### src/rtl/nand_async_seq.sv
// ONFI SDR asynchronous-mode NAND bus sequencer: one CMD/ADDR/WRITE/READ byte cycle per request, programmable WE#/RE# timing.
// Latency: SETUP from the cycle after handshake, read byte T_SETUP+T_RP cycles later; req_ready is low for the whole bus cycle.
module nand_async_seq #(
    parameter int DQ_WIDTH = 8,
    parameter int T_SETUP  = 2,
    parameter int T_WP     = 3,
    parameter int T_WH     = 2,
    parameter int T_RP     = 3,
    parameter int T_REH    = 2
) (
    input  logic                v_clk0,
    input  logic                v_rst0,
    input  logic                req_valid,
    output logic                req_ready,
    input  logic [1:0]          req_type,
    input  logic [DQ_WIDTH-1:0] req_data,
    input  logic                req_chip,
    input  logic                req_last,
    input  logic                cfg_wp_n,
    output logic                rsp_valid,
    output logic [DQ_WIDTH-1:0] rsp_data,
    output logic                busy,
    output logic                v_ctrl_cle,
    output logic                v_ctrl_ale,
    output logic                v_ctrl_wrn,
    output logic                v_ctrl_wpn,
    output logic [1:0]          v_ctrl_cen,
    output logic                v_ctrl_wen,
    output logic                v_ctrl_wen_sel,
    output logic                v_dq_data_oe_n,
    output logic [DQ_WIDTH-1:0] v_wr_data_rise,
    output logic [DQ_WIDTH-1:0] v_wr_data_fall,
    input  logic [DQ_WIDTH-1:0] v_rd_data_comb
);

    localparam logic [2:0] S_IDLE    = 3'd0;
    localparam logic [2:0] S_CE_REL  = 3'd1;
    localparam logic [2:0] S_SETUP   = 3'd2;
    localparam logic [2:0] S_WE_LO   = 3'd3;
    localparam logic [2:0] S_WE_HI   = 3'd4;
    localparam logic [2:0] S_RE_LO   = 3'd5;
    localparam logic [2:0] S_RE_HI   = 3'd6;
    localparam logic [2:0] S_END_REL = 3'd7;

    localparam logic [1:0] TY_CMD  = 2'b00;
    localparam logic [1:0] TY_ADDR = 2'b01;
    localparam logic [1:0] TY_READ = 2'b11;

    localparam logic [3:0] L_SETUP = 4'(T_SETUP - 1);
    localparam logic [3:0] L_WP    = 4'(T_WP - 1);
    localparam logic [3:0] L_WH    = 4'(T_WH - 1);
    localparam logic [3:0] L_RP    = 4'(T_RP - 1);
    localparam logic [3:0] L_REH   = 4'(T_REH - 1);

    logic [2:0]          r_state;
    logic [3:0]          r_cnt;
    logic [1:0]          r_type;
    logic [DQ_WIDTH-1:0] r_data;
    logic                r_chip;
    logic                r_last;
    logic                r_cle;
    logic                r_ale;
    logic                r_wrn;
    logic                r_wpn;
    logic [1:0]          r_cen;
    logic                r_wen;
    logic                r_wen_sel;
    logic                r_oe_n;
    logic [DQ_WIDTH-1:0] r_wr_data;
    logic                r_rsp_valid;
    logic [DQ_WIDTH-1:0] r_rsp_data;
    logic                r_ready;
    logic                r_busy;

    logic [2:0]          w_state;
    logic [3:0]          w_cnt;
    logic [1:0]          w_type;
    logic [DQ_WIDTH-1:0] w_data;
    logic                w_chip;
    logic                w_last;
    logic                w_cle;
    logic                w_ale;
    logic                w_wrn;
    logic [1:0]          w_cen;
    logic                w_wen;
    logic                w_oe_n;
    logic [DQ_WIDTH-1:0] w_wr_data;
    logic                w_rsp_valid;
    logic [DQ_WIDTH-1:0] w_rsp_data;
    logic                w_ready;
    logic                w_busy;
    logic                w_enter_setup;
    logic                w_release;
    logic                w_park;

    always_comb begin
        w_state       = r_state;
        w_cnt         = (r_cnt != 4'd0) ? r_cnt - 4'd1 : 4'd0;
        w_type        = r_type;
        w_data        = r_data;
        w_chip        = r_chip;
        w_last        = r_last;
        w_cle         = r_cle;
        w_ale         = r_ale;
        w_wrn         = r_wrn;
        w_cen         = r_cen;
        w_wen         = r_wen;
        w_oe_n        = r_oe_n;
        w_wr_data     = r_wr_data;
        w_rsp_valid   = 1'b0;
        w_rsp_data    = r_rsp_data;
        w_enter_setup = 1'b0;
        w_release     = 1'b0;
        w_park        = 1'b0;

        case (r_state)
            S_IDLE: begin
                if (req_valid && r_ready) begin
                    w_type = req_type;
                    w_data = req_data;
                    w_chip = req_chip;
                    w_last = req_last;
                    // r_chip still names the die whose CE# is held from the previous request
                    if ((r_cen != 2'b11) && (req_chip != r_chip)) begin
                        w_state   = S_CE_REL;
                        w_release = 1'b1;
                    end else begin
                        w_enter_setup = 1'b1;
                    end
                end
            end
            S_CE_REL: w_enter_setup = 1'b1;
            S_SETUP: begin
                if (r_cnt == 4'd0) begin
                    if (r_type == TY_READ) begin
                        w_state = S_RE_LO;
                        w_wrn   = 1'b0;
                        w_cnt   = L_RP;
                    end else begin
                        w_state = S_WE_LO;
                        w_wen   = 1'b0;
                        w_cnt   = L_WP;
                    end
                end
            end
            S_WE_LO: begin
                if (r_cnt == 4'd0) begin
                    w_state = S_WE_HI;
                    w_wen   = 1'b1;
                    w_cnt   = L_WH;
                end
            end
            S_RE_LO: begin
                if (r_cnt == 4'd0) begin
                    w_state     = S_RE_HI;
                    w_wrn       = 1'b1;
                    w_cnt       = L_REH;
                    w_rsp_valid = 1'b1;
                    w_rsp_data  = v_rd_data_comb;
                end
            end
            S_WE_HI, S_RE_HI: begin
                if (r_cnt == 4'd0) begin
                    if (r_last) begin
                        w_state   = S_END_REL;
                        w_release = 1'b1;
                    end else begin
                        w_state = S_IDLE;
                        w_park  = 1'b1;
                    end
                end
            end
            S_END_REL: w_state = S_IDLE;
            default: begin
                w_state   = S_IDLE;
                w_release = 1'b1;
            end
        endcase

        if (w_enter_setup) begin
            w_state   = S_SETUP;
            w_cnt     = L_SETUP;
            w_cen     = w_chip ? 2'b01 : 2'b10;
            w_cle     = (w_type == TY_CMD);
            w_ale     = (w_type == TY_ADDR);
            w_oe_n    = (w_type == TY_READ);
            w_wr_data = (w_type == TY_READ) ? '0 : w_data;
        end
        if (w_release) begin
            w_cen     = 2'b11;
            w_cle     = 1'b0;
            w_ale     = 1'b0;
            w_oe_n    = 1'b1;
            w_wen     = 1'b1;
            w_wrn     = 1'b1;
            w_wr_data = '0;
        end
        // CE# stays asserted between non-last requests; only the latch enables and DQ drive drop
        if (w_park) begin
            w_cle  = 1'b0;
            w_ale  = 1'b0;
            w_oe_n = 1'b1;
        end
    end

    assign w_ready = (w_state == S_IDLE);
    assign w_busy  = ~w_ready | (w_cen != 2'b11);

    always_ff @(posedge v_clk0 or posedge v_rst0) begin
        if (v_rst0) begin
            r_state     <= S_IDLE;
            r_cnt       <= 4'd0;
            r_type      <= 2'b00;
            r_data      <= '0;
            r_chip      <= 1'b0;
            r_last      <= 1'b0;
            r_cle       <= 1'b0;
            r_ale       <= 1'b0;
            r_wrn       <= 1'b1;
            r_wpn       <= 1'b0;
            r_cen       <= 2'b11;
            r_wen       <= 1'b1;
            r_wen_sel   <= 1'b1;
            r_oe_n      <= 1'b1;
            r_wr_data   <= '0;
            r_rsp_valid <= 1'b0;
            r_rsp_data  <= '0;
            r_ready     <= 1'b0;
            r_busy      <= 1'b1;
        end else begin
            r_state     <= w_state;
            r_cnt       <= w_cnt;
            r_type      <= w_type;
            r_data      <= w_data;
            r_chip      <= w_chip;
            r_last      <= w_last;
            r_cle       <= w_cle;
            r_ale       <= w_ale;
            r_wrn       <= w_wrn;
            r_wpn       <= cfg_wp_n;
            r_cen       <= w_cen;
            r_wen       <= w_wen;
            r_wen_sel   <= 1'b1;
            r_oe_n      <= w_oe_n;
            r_wr_data   <= w_wr_data;
            r_rsp_valid <= w_rsp_valid;
            r_rsp_data  <= w_rsp_data;
            r_ready     <= w_ready;
            r_busy      <= w_busy;
        end
    end

    assign req_ready      = r_ready;
    assign busy           = r_busy;
    assign rsp_valid      = r_rsp_valid;
    assign rsp_data       = r_rsp_data;
    assign v_ctrl_cle     = r_cle;
    assign v_ctrl_ale     = r_ale;
    assign v_ctrl_wrn     = r_wrn;
    assign v_ctrl_wpn     = r_wpn;
    assign v_ctrl_cen     = r_cen;
    assign v_ctrl_wen     = r_wen;
    assign v_ctrl_wen_sel = r_wen_sel;
    assign v_dq_data_oe_n = r_oe_n;
    assign v_wr_data_rise = r_wr_data;
    assign v_wr_data_fall = r_wr_data;

endmodule

### config.mk
export PLATFORM = sky130hd
export DESIGN_NAME = nand_async_seq
export DESIGN_NICKNAME = d
export VERILOG_FILES = /design/src/rtl/nand_async_seq.sv
export SDC_FILE = /design/constraint.sdc
export NUM_CORES = 1
export LEC_CHECK = 0
export BUFFER_PORTS_ARGS = -buffer_cell sky130_fd_sc_hd__buf_4
export CORE_UTILIZATION = 55
export CTS_CLUSTER_SIZE = 20
export DETAILED_ROUTE_END_ITERATION = 7
export HOLD_SLACK_MARGIN = 0.1
export PLACE_DENSITY = 0.88
export SLEW_MARGIN = 25
export SYNTH_ARGS = -nofsm -noshare
export SYNTH_HDL_FRONTEND = slang
export SYNTH_SLANG_ARGS = --single-unit
### constraint.sdc
create_clock -name v_clk0 -period 4.4 [get_ports v_clk0]
set_input_delay 0.22 -clock v_clk0 [delete_from_list [all_inputs] [get_ports v_clk0]]
set_output_delay 0.22 -clock v_clk0 [all_outputs]
set_load 0.01 [all_outputs]
==> key figures <==
Floorplanning
  – Core footprint: 3690 µm²
  – Die width: 64.3 µm
  – FP Rows: 22
  – I/O pins: 60
  – Initial core utilization: 57.8%
  – Die height: 64.3 µm
  – Die area: 4130 µm²

Worst setup path
  – Slowest stage delay, CP: 0.62 ns
  – Critical path startpoint category: flop
  – Worst path required time: 4.57 ns
  – CP max stage cell: o21ai_0
  – Setup CP Type: flop to flop
  – Crit path capture type: flop
  – Critical path buffer and inverter count: 0
  – Crit path DAT: 2.27 ns
  – Worst-path cell chain: nor3_2 -> nand3_1 -> o21ai_0 -> nor2_1
  – Top delay family on crit path: simple AND/OR/NAND/NOR gates
  – CP max FO: 15

STA
  – Period utilization: 47.8%
  – Hold_ws: 0.130 ns
  – Final setup fails: 0
  – Fmax: 0.475 GHz
  – Final Hold Fails: 0
  – Min Clock Period, post-route: 2.10 ns
  – RSZ-0062 raised after global routing: false
  – Skew final: 0.00804 ns
  – Final Max Slew Viols: 0
  – Setup_tns: 0 ns
  – Slew @ Worst Pin: 0.565 ns
  – Max transition margin: 61.9%

Final layout
  – Multi-input logic area: 846 µm²
  – Nets: 262
  – FF/Latch Area: 1160 µm²
  – Area grow syn2layout: 24.9%
  – # diodes: 0
  – Layout cells sized above 1: 40.9%
  – # fillers: 267

Logic synthesis
  – Post-synth EDFFs: 0
  – Most frequent cell after synthesis: dfrtp_1
  – Post-synth top cells: dfrtp_1, mux2_2, nand2_1, buf_4, a22o_1
  – Cells after Synth: 183
  – Dominant synthesized flop cell: dfrtp_1
  – Area share of the largest cell type after synthesis: 46.9%
  – Ys Warns: 0
  – Mapped cell area: 2130 µm²
  – Sequential share of the synthesized area: 54.3%
  – Yosys reg bits: 46
  – Synth cell types: 44
  – Synth area leader: dfrtp_1
  – Asr flop ratio synth: 100%
  – Syn Nets: 209
  – Top cells by area, synth: dfrtp_1, mux2_2, dfstp_2
  – Post-Syn Area per Cell: 11.7 µm²

Clock tree
  – CTS Buffer Depth: 2
  – CTS tree: yes
  – Clock latency at the later pin of the worst-skew pair: 0.30 ns
  – H-tree depth: 2
  – Clock-pin slew on the worst setup and hold paths: 0.08 ns
  – CTS root buf: clkbuf_8
  – TritonCTS Buffers: 5
  – Post-CTS setup buffer count: 0
  – CTS sink count: 46

Global route
  – Antenna violations before repair: 0
  – Met1 Usage GRT: 31.2%
  – Largest net degree at the start of global routing: 47
  – Gr usage total: 22.9%
  – Total gr overflow: 0
  – Met3 Use GR: 6.07%
  – Most Crowded Layer GR: met2
  – Vias in the first global route: 1468
  – First-pass GRT wire length: 7050 µm
  – Met2 Track Usage GR: 36.2%

Hold path
  – Hold WC Path Type: input port to flop

Routing
  – Routed len/inst: 15.4 µm
  – Routed vias: 1593
  – Drc violations: 0
  – Final wirelength: 4400 µm
  – DRT antenna net count: 0
  – Starting DRT DRC Count: 119
  – Drt pass-1 iters: 4
  – Vias per Instance: 5.59

Place
  – GP Congestion: 0.848
  – IO buf count: 58
  – Post-DP HPWL: 3010 µm

Status
  – Outcome: complete, no violations

Pwr
  – PwrDens: 682 nW/µm²
  – Leak pwr: 1.24 nW
  – Pwr Total: 0.00182 W
  – Worst VDD drop: 0.000407 V

Flow run
  – Max-cap violation count: 0
[what timing repair did]
action	4_1_cts	5_1_grt
setup endpoints to repair	0	0
gates resized for setup	0	0
hold endpoints to repair	41	0
hold buffers	2	0
[state kept, by name, indices dropped and copies added (netlist names), 2 cells and up]
name            flops
r_data              8
rsp_data            8
v_wr_data_fall      8
r_cnt               4
r_state             3
r_type              2
v_ctrl_cen          2
[cells in the final DEF, fill, tap and decap left out, types with 2 or more instances in the layout]
cell | netlist | layout
a211oi_1 | 3 | 3
a21oi_1 | 5 | 5
a22o_1 | 9 | 9
buf_4 | 10 | 59
clkbuf_8 | 0 | 5
dfrtp_1 | 40 | 40
dfstp_2 | 6 | 6
dlygate4sd3_1 | 0 | 2
ha_1 | 2 | 2
inv_1 | 7 | 6
mux2_2 | 17 | 17
nand2_1 | 16 | 16
nand2b_1 | 3 | 3
nand3_1 | 5 | 5
nor2_1 | 6 | 6
nor3_1 | 8 | 8
o21a_1 | 2 | 2
o21ai_0 | 5 | 5
o221ai_1 | 2 | 2
o22ai_1 | 4 | 4
o31ai_1 | 2 | 2
or3_1 | 2 | 2
xnor2_1 | 3 | 3
xor2_1 | 2 | 2
[final cells by class]
type / count / area share [%]
inverter: 7 / 0.986
clock inverter: 2 / 1.41
multi-input combinational: 115 / 31.8
clock buffer: 6 / 2.72
sequential: 46 / 43.5
tap: 48 / 2.25
timing repair buffer: 61 / 17.4
[worst min-delay path: stages]
cell and delay (ns):
buf_4 0.08, nand2_1 0.04, o21ai_0 0.06
[kinds of logic (layout without fill, tap and decap cells)]
kind of cell | count (synthesis) | in the layout | synth area share (%)
adders and majority gates | 2 | 2 | 1.17
and+or+nand+nor | 51 | 51 | 13.5
muxes | 17 | 17 | 8.97
buffers and inverters | 22 | 76 | 6.04
other | 1 | 1 | 0.176
DFF | 46 | 46 | 54.3
xor gates and xnor gates | 5 | 5 | 2.05
AOI/OAI and AO/OA | 39 | 39 | 13.7
[report_power, final]
| part | leakage (nW) | switching [W] | internal (W) | total (W) |
|---|---|---|---|---|
| combinational | 0.635 | 0.000366 | 0.000381 | 0.000747 |
| clock | 0.0514 | 0.000140 | 0.000169 | 0.000309 |
| sequential | 0.557 | 0.000148 | 0.000612 | 0.000760 |
[metal layers]
metal	vias up	part of all wire, %
met3	5	5.6
met2	52	51
li1	747	-
met4	0	0.82
met5	-	0
met1	789	43
[path summary, 6_finish.rpt]
kind / endpoint / depth (start not counted) / slack (ns) / startpoint
min in group asynchronous: rsp_valid / 4 / 0.61 / v_rst0
max: r_cnt[3] / 4 / 2.30 / r_state[2]
max reg2reg: r_cnt[3] / 4 / 2.30 / r_state[2]
min reg2reg: r_data[0] / 1 / 0.50 / r_data[0]
min: r_last / 3 / 0.13 / req_last
max in group asynchronous: v_wr_data_fall[1] / 4 / 3.40 / v_rst0
[metrics by stage]
step	utilization [%]	cells	setup WS (ns)	cell area, µm²
2_1_floorplan	-	183	2.63	2130
3_3_place_gp	68.7	275	2.37	2530
3_5_place_dp	68.7	275	2.31	2530
4_1_cts	72.2	285	2.28	2660
5_1_grt	72.2	285	2.12	2660
6_report	72.2	285	2.30	2660
Note: power is estimated with default switching activity, not from simulation.
